$ cat config.mk
export PLATFORM = sky130hd
export DESIGN_NAME = commit_trace_packer
export DESIGN_NICKNAME = d
export VERILOG_FILES = /design/src/rtl/commit_trace_packer.sv
export SDC_FILE = /design/constraint.sdc
export NUM_CORES = 2
export LEC_CHECK = 0
export ABC_AREA = 1
export CORE_ASPECT_RATIO = 1.1
export CORE_MARGIN = 2
export CORE_UTILIZATION = 40
export DETAILED_ROUTE_END_ITERATION = 8
export PLACE_DENSITY_LB_ADDON = 0.25
export SYNTH_ARGS = -nofsm -noshare
export SYNTH_HDL_FRONTEND = slang
export SYNTH_SLANG_ARGS = --single-unit
$ cat constraint.sdc
create_clock -name clock -period 34.2 [get_ports clock]
set_input_delay 6.84 -clock clock [delete_from_list [all_inputs] [get_ports clock]]
set_output_delay 6.84 -clock clock [all_outputs]
set_load 0.02 [all_outputs]
$ cat src/rtl/commit_trace_packer.sv
// Commit-trace packer: queues retire/trap events and emits lane-packed beats for the step checker.
// Optional DIFFTEST_TRACE_STALL_EN adds a core_stall output raised when the FIFO nears full.
module commit_trace_packer #(
    parameter int COMMIT_WIDTH = 2,
    parameter int XLEN         = 64,
    parameter int INST_BITS    = 32,
    parameter int HARTID_LEN   = 1,
    parameter int DEPTH        = 8
) (
    input  logic                          clock,
    input  logic                          reset,
    input  logic                          in_valid,
    input  logic [XLEN-1:0]               in_pc,
    input  logic [INST_BITS-1:0]          in_inst,
    input  logic [XLEN-1:0]               in_wdata,
    input  logic [XLEN-1:0]               in_mstatus,
    input  logic                          in_check,
    input  logic                          in_trap,
    input  logic [XLEN-1:0]               in_cause,
    input  logic [HARTID_LEN-1:0]         in_hartid,
    input  logic                          drain_en,
    output logic [COMMIT_WIDTH-1:0]       valid,
    output logic [HARTID_LEN-1:0]         hartid,
    output logic [COMMIT_WIDTH*XLEN-1:0]  pc,
    output logic [COMMIT_WIDTH*INST_BITS-1:0] inst,
    output logic [COMMIT_WIDTH*XLEN-1:0]  wdata,
    output logic [COMMIT_WIDTH*XLEN-1:0]  mstatus,
    output logic [COMMIT_WIDTH-1:0]       check,
    output logic                          int_xcpt,
    output logic [XLEN-1:0]               cause,
    output logic                          overflow,
    output logic [$clog2(DEPTH):0]        count
`ifdef DIFFTEST_TRACE_STALL_EN
    ,
    output logic                          core_stall
`endif
);

    localparam int AW   = $clog2(DEPTH);
    localparam int PTRW = AW + 1;

    typedef enum logic {KIND_COMMIT = 1'b0, KIND_TRAP = 1'b1} kind_e;

    kind_e                kind_mem    [DEPTH];
    logic [XLEN-1:0]      pc_mem      [DEPTH];
    logic [INST_BITS-1:0] inst_mem    [DEPTH];
    logic [XLEN-1:0]      wdata_mem   [DEPTH];
    logic [XLEN-1:0]      mstatus_mem [DEPTH];
    logic                 check_mem   [DEPTH];
    logic [XLEN-1:0]      cause_mem   [DEPTH];

    logic [PTRW-1:0] wr_ptr_q, wr_ptr_d, rd_ptr_q, rd_ptr_d, count_q, count_d;
    logic [PTRW-1:0] need, free_slots, push_cnt, pop_cnt;
    logic            admit, overflow_q, overflow_d, blocked;
    logic [AW-1:0]   wr_idx, trap_idx;
    logic [AW-1:0]   lane_idx [COMMIT_WIDTH];

    logic [COMMIT_WIDTH-1:0]           valid_q, valid_d, check_q, check_d;
    logic [COMMIT_WIDTH*XLEN-1:0]      pc_q, pc_d, wdata_q, wdata_d, mstatus_q, mstatus_d;
    logic [COMMIT_WIDTH*INST_BITS-1:0] inst_q, inst_d;
    logic                              int_xcpt_q, int_xcpt_d;
    logic [XLEN-1:0]                   cause_q, cause_d;
    logic [HARTID_LEN-1:0]             hartid_q;

    // Admission is judged against pre-pop occupancy, so a push never lands in a slot being popped.
    always_comb begin
        need       = PTRW'(in_valid) + PTRW'(in_trap);
        free_slots = PTRW'(DEPTH) - count_q;
        admit      = (need <= free_slots);
        push_cnt   = admit ? need : '0;
        overflow_d = overflow_q | ~admit;
        wr_idx     = wr_ptr_q[AW-1:0];
        trap_idx   = wr_idx + AW'(in_valid);
        wr_ptr_d   = wr_ptr_q + push_cnt;
        rd_ptr_d   = rd_ptr_q + pop_cnt;
        count_d    = count_q + push_cnt - pop_cnt;
    end

    always_comb begin
        for (int i = 0; i < COMMIT_WIDTH; i++) begin
            lane_idx[i] = rd_ptr_q[AW-1:0] + AW'(i);
        end
    end

    // A trap at the head goes out alone; otherwise pack commits from the head up to the next trap.
    always_comb begin
        pop_cnt    = '0;
        blocked    = 1'b0;
        valid_d    = '0;
        check_d    = '0;
        pc_d       = '0;
        inst_d     = '0;
        wdata_d    = '0;
        mstatus_d  = '0;
        int_xcpt_d = 1'b0;
        cause_d    = '0;
        if (drain_en && count_q != '0) begin
            if (kind_mem[lane_idx[0]] == KIND_TRAP) begin
                int_xcpt_d = 1'b1;
                cause_d    = cause_mem[lane_idx[0]];
                pop_cnt    = PTRW'(1);
            end else begin
                for (int i = 0; i < COMMIT_WIDTH; i++) begin
                    if (!blocked && PTRW'(i) < count_q && kind_mem[lane_idx[i]] == KIND_COMMIT) begin
                        valid_d[i]                        = 1'b1;
                        check_d[i]                        = check_mem[lane_idx[i]];
                        pc_d[i*XLEN +: XLEN]              = pc_mem[lane_idx[i]];
                        inst_d[i*INST_BITS +: INST_BITS]  = inst_mem[lane_idx[i]];
                        wdata_d[i*XLEN +: XLEN]           = wdata_mem[lane_idx[i]];
                        mstatus_d[i*XLEN +: XLEN]         = mstatus_mem[lane_idx[i]];
                        pop_cnt                           = pop_cnt + PTRW'(1);
                    end else begin
                        blocked = 1'b1;
                    end
                end
            end
        end
    end

    always_ff @(posedge clock) begin
        if (admit && in_valid) begin
            kind_mem[wr_idx]    <= KIND_COMMIT;
            pc_mem[wr_idx]      <= in_pc;
            inst_mem[wr_idx]    <= in_inst;
            wdata_mem[wr_idx]   <= in_wdata;
            mstatus_mem[wr_idx] <= in_mstatus;
            check_mem[wr_idx]   <= in_check;
        end
        if (admit && in_trap) begin
            kind_mem[trap_idx]  <= KIND_TRAP;
            cause_mem[trap_idx] <= in_cause;
        end
    end

    always_ff @(posedge clock or posedge reset) begin
        if (reset) begin
            wr_ptr_q   <= '0;
            rd_ptr_q   <= '0;
            count_q    <= '0;
            overflow_q <= 1'b0;
            valid_q    <= '0;
            check_q    <= '0;
            pc_q       <= '0;
            inst_q     <= '0;
            wdata_q    <= '0;
            mstatus_q  <= '0;
            int_xcpt_q <= 1'b0;
            cause_q    <= '0;
            hartid_q   <= '0;
        end else begin
            wr_ptr_q   <= wr_ptr_d;
            rd_ptr_q   <= rd_ptr_d;
            count_q    <= count_d;
            overflow_q <= overflow_d;
            valid_q    <= valid_d;
            check_q    <= check_d;
            pc_q       <= pc_d;
            inst_q     <= inst_d;
            wdata_q    <= wdata_d;
            mstatus_q  <= mstatus_d;
            int_xcpt_q <= int_xcpt_d;
            cause_q    <= cause_d;
            hartid_q   <= in_hartid;
        end
    end

    assign valid    = valid_q;
    assign check    = check_q;
    assign pc       = pc_q;
    assign inst     = inst_q;
    assign wdata    = wdata_q;
    assign mstatus  = mstatus_q;
    assign int_xcpt = int_xcpt_q;
    assign cause    = cause_q;
    assign hartid   = hartid_q;
    assign overflow = overflow_q;
    assign count    = count_q;

`ifdef DIFFTEST_TRACE_STALL_EN
    // Threshold leaves room for two pushes while the core reacts to the stall.
    assign core_stall = (count_q >= PTRW'(DEPTH - 3));
`endif

endmodule

Yosys cells after proc, flatten, opt, wreduce, memory -nomap -nowiden
Memories as Yosys holds them, arrays and structs flattened. Cells that the tools add are included.

Memory bits (writable): 2320. Register bits after elaboration: 531. Input bits: 295. Memories kept: 7.

Multiplexer cells: 42. Reductions and logical operators: 8. Bitwise operators: 4. Order comparisons: 3. $add $sub $neg: 9.

Memories: cause_mem (depth 8, width 64, read ports 1, clocked after memory_dff 0, write ports 1, line 50) `logic [XLEN-1:0] cause_mem [DEPTH];`; mstatus_mem (depth 8, width 64, read ports 2, clocked after memory_dff 0, write ports 1, line 48) `logic [XLEN-1:0] mstatus_mem [DEPTH];`; pc_mem (depth 8, width 64, read ports 2, clocked after memory_dff 0, write ports 1, line 45) `logic [XLEN-1:0] pc_mem [DEPTH];`; wdata_mem (depth 8, width 64, read ports 2, clocked after memory_dff 0, write ports 1, line 47) `logic [XLEN-1:0] wdata_mem [DEPTH];`; inst_mem (depth 8, width 32, read ports 2, clocked after memory_dff 0, write ports 1, line 46) `logic [INST_BITS-1:0] inst_mem [DEPTH];`; check_mem (depth 8, width 1, read ports 2, clocked after memory_dff 0, write ports 1, line 49) `logic check_mem [DEPTH];`; 1 more memories.

Operator list (count): 2-to-1 mux 128 bit (6); 2-to-1 mux 64 bit (10); 2-to-1 mux 32 bit (2); 2-to-1 mux 4 bit (5); 2-to-1 mux 1 bit (14); 2-to-1 mux 2 bit (5); adder 4 x 2 -> 4 bit (2); < comparator 1 x 4 -> 1 bit (first input constant) (2); logical AND 1 bit (6); adder 4 x 1 -> 4 bit (second input constant) (1); adder 4 bit (1); less-or-equal comparator 2 x 4 -> 1 bit (1); nonzero test 4 bit (1); subtractor 4 bit (1); subtractor 4 bit (first input constant) (1); adder 3 x 1 -> 3 bit (1); adder 3 x 1 -> 3 bit (second input constant) (1); inverter 1 bit (3); adder 1 x 1 -> 2 bit (1); zero test 1 bit (1); bitwise OR 1 bit (1).

Longest topological paths before layout
An unclocked memory read counts as a cell.

Word-level depth: 13. Mapped depth: 19. Mapped depth without buffers: 17.

Worst setup path before layout
No wires, ideal clock.

Path kind: in2reg. Start: input port in_valid. End: memory check_mem[0], enable pin. Data required time: 33624 ps. Data arrival time: 12218 ps. Setup time: 576 ps. Path slack: 21406 ps. Buffers on the path: 0. Stages: 9. Path through: ha_1 > inv_1 > ha_1 > nand2_1 > nand3_1 > nor2_1 > nand2_1 > nand3_1 > inv_1.

Cells in the longest elaborated chain, start to end: 5.

RTL lines: start, declared (line 12) `input logic in_valid,`; adder 1 x 1 -> 2 bit (line 67) `need = PTRW'(in_valid) + PTRW'(in_trap);`; less-or-equal comparator 2 x 4 -> 1 bit (line 69) `admit = (need <= free_slots);`; logical AND 1 bit (*) (line 121) `if (admit && in_valid) begin`; 2-to-1 mux 1 bit (*) (line 121); 2-to-1 mux 1 bit (not written as such) (*) (line 127) `check_mem[wr_idx] <= in_check;`; end, declared (line 49).

Mark *: on every way between the ends. The rest lies on a longest branch, timed or not.

Final worst setup path
Start: input port in_valid. End: memory wdata_mem[6][2], enable pin.

Cells in the longest elaborated chain, start to end: 5.

RTL lines: adder 1 x 1 -> 2 bit (line 67); less-or-equal comparator 2 x 4 -> 1 bit (line 69); logical AND 1 bit (*) (line 121); 2-to-1 mux 1 bit (*) (line 121); 2-to-1 mux 1 bit (not written as such) (*) (line 125) `wdata_mem[wr_idx] <= in_wdata;`; end, declared (line 47).

Marked as above.

==> results.toml <==
[cts]
ctsResizeCount = 0
clk_latency_ns = 0.91
cts_tree = "built"
cts.clk_slew.worst_paths_ns = 0.06
cts_buffers = 306
cts-root-buf = "clkbuf_16"
cts_hold_buf = 0
cts.sinks = 2849
htreeDepth = 5
postCtsSetupRepairBufs = 0
clock_path_buffers = 4

[pwr]
p_int_w = 0.00822
seqPwrFrac_pct = 32.1
power.density_mw_per_mm2 = 102
vdd_ir_drop_max_mv = 0.144
switching_power_w = 0.00653
clock_power_share_pct = 22.8
p_comb_share_pct = 45.1
p_leak_nw = 56.5
netSwitchingFraction_pct = 44.3
power_w = 0.0148

[floorplan]
dieArea_mm2 = 0.315
fp.dieW_um = 535
core_mm2 = 0.309
row_count = 214
initial_utilization_pct = 40.2
die_h_um = 588
ioPinCount = 818

[route]
m1WireLength_mm = 158
via_per_inst = 5.37
firstDrtPassIters = 8
drt_first_iter_violations = 9163
dr_wl_met2_mm = 174
drc = 0
drtAntennaViolNets = 0
highest_layer = "met5"
wl_met3_mm = 29.1
routed_wl_mm = 374
wl_per_cell_um = 21.8
vias = 92000

[layout]
area_delta_synth_final_pct = 16.8
layout-drive-gt1-share_pct = 5.40
nFillCells = 28000
fin_util_pct = 46.9
nets = 13100
fin_cells = 17100
seqCellArea_mm2 = 0.0828
multiInputGateArea_mm2 = 0.0367

[yosys]
postSynthCellCount = 12400
async_flop_share_pct = 18.6
synth_top_cell_area_share_pct = 55.9
synthesis.area_mm2 = 0.124
syn_nets = 12700
yosys_warnings = 0
syn_area_per_cell_um2 = 10.0
synth_commonest_cells = "4973 x nand2_1, 2312 x edfxtp_1, 1822 x nand3_1, 529 x dfrtp_1, 452 x a21oi_1"
synth-xor-area-share_pct = 0.0353
synth_top_area_cell = "edfxtp_1"
yosysUniqueCellTypes = 26
synth_area_leaders = "edfxtp_1 56%, nand2_1 15%, dfrtp_1 11%"
ys_seq_area_share_pct = 66.7
synth_edf_count = 2312
synth_compound_area_share_pct = 3.44
synth-simple-area-share_pct = 25.8
ys_ff_latch = 2849
muxShareOfSynthArea_pct = 0
synthFlopType = "edfxtp_1"
synth.most_common_cell = "nand2_1"
synth_fa_ha_area_share_pct = 0.216
synth_top_family_by_area = "simple AND/OR/NAND/NOR gates"

[placed_design]
dp_cells = 16600
dp_hpwl_mm = 209
place_ws_ns = 21.72
gp_congestion = 0.790
io_buffers = 817

[sta]
setup_violations = 0
max_clock_freq_mhz = 86.9
period_share_pct = 33.6
worstMarginPinSlew_ns = 1.26
hold_viol = 0
tns_ns = 0
finalWorstSetupSlack_ns = 22.69
grt_setup_unrepaired = "false"
layout_min_cycle_time_ns = 11.51
skew_ns = 0.0453
finalMaxSlewViolations = 0
relSlewSlack_pct = 16.0

[worst_setup_path]
cp_data_required_time_ns = 34.71
crit_path_start_kind = "input pin"
crit_path_end_kind = "register"
worstPathArrival_ns = 12.01
path_max_fanout = 73
worstSetupPathType = "input pin to register"

[hold_path]
worstHoldPathType = "register to register"

[global_route]
gr-total-overflow = 0
grt_usage_pct = 23.0
grt_pass1_vias = 87500
antenna_found_initial = 68
grt_pass1_wl_mm = 551
grt_start_max_net_pins = 248

[status]
status = "finished, final reports clean"

[flow_run]
max-cap-violations = 0
## layout make-up
class,count,area share [%]
multi-input combinational,8519,25.3
tap,4104,3.54
antenna,26,0.0449
timing repair buffer,954,6.47
sequential,2849,57.2
inverter,124,0.401
clock inverter,114,1.03
clock buffer,454,6.03
## state kept, by name, indices dropped and copies added, names as in the netlist, 8 cells and up
| signal | count |
|---|---|
| cause_mem | 512 |
| mstatus_mem | 512 |
| pc_mem | 512 |
| wdata_mem | 512 |
| inst_mem | 256 |
| mstatus | 128 |
| pc | 128 |
| wdata | 128 |
| cause | 64 |
| inst | 64 |
| check_mem | 8 |
| kind_mem | 8 |
## logic make-up after synthesis
kind of cell               after synthesis
adders and majority gates               19
DFF                                   2849
AOI/OAI and AO/OA                      838
xor gates and xnor gates                 5
buffers and inverters                 1009
and+or+nand+nor                       7657
## power groups by stage
stage	combinational [W]	clock, W	sequential [W]
global placement	0.00662	0	0.00479
global route	0.00733	0.00356	0.00478
floorplan	0.00427	0	0.00493
finish	0.00665	0.00337	0.00473
detailed placement	0.00665	0	0.00479
CTS	0.00668	0.00342	0.00473
## per-layer routing
metal,vias to the layer above,GRT usage [%]
met5,-,0
met4,70,8.02
met3,648,4.29
met2,3555,37.1
met1,44900,31.2
li1,42800,-
## path summary, 6_finish.rpt
kind / from / end / slack [ns] / depth (start not counted)
worst min register to register: kind_mem[1] / kind_mem[1] / 0.45 / 2
worst min-delay path: kind_mem[1] / kind_mem[1] / 0.45 / 2
max in group asynchronous: reset / rd_ptr_q[0] / 25.38 / 5
min in group asynchronous: reset / wdata[18] / 6.44 / 2
worst max register to register: rd_ptr_q[0] / wdata[100] / 27.56 / 12
worst max-delay path: in_valid / wdata_mem[6][2] / 22.69 / 13
## cell usage in the layout (no fill, tap or decap), types with 101 or more instances in the layout
| master | instances |
|---|---|
| clkdlybuf4s50_1 | 817 |
| nor2_1 | 403 |
| nor3_1 | 357 |
| buf_4 | 123 |
| nand3_1 | 1821 |
| nand2_1 | 4971 |
| clkbuf_1 | 103 |
| inv_1 | 101 |
| edfxtp_1 | 2312 |
| clkbuf_16 | 313 |
| o21ai_0 | 287 |
| a21oi_1 | 452 |
| dfrtp_1 | 526 |
## stage by stage
step | cell area [µm²] | hold WS, ns
after floorplan | 124000 | 0.419
after global placement | 135000 | 0.457
after detailed placement | 135000 | 0.442
after CTS | 145000 | 0.454
after global routing | 145000 | 0.471
final | 145000 | 0.454
## critical path: stages
cell and delay (ns):
clkdlybuf4s50_1 0.61, ha_1 0.41, inv_1 0.05, ha_1 0.27, nand2_1 0.06, nand3_1 0.08
nor2_1 0.05, nand2_1 0.43, nand3_1 0.35, inv_8 0.63, buf_4 0.76, buf_4 0.73
buf_4 0.60
Note: power is estimated with default switching activity, not from simulation.
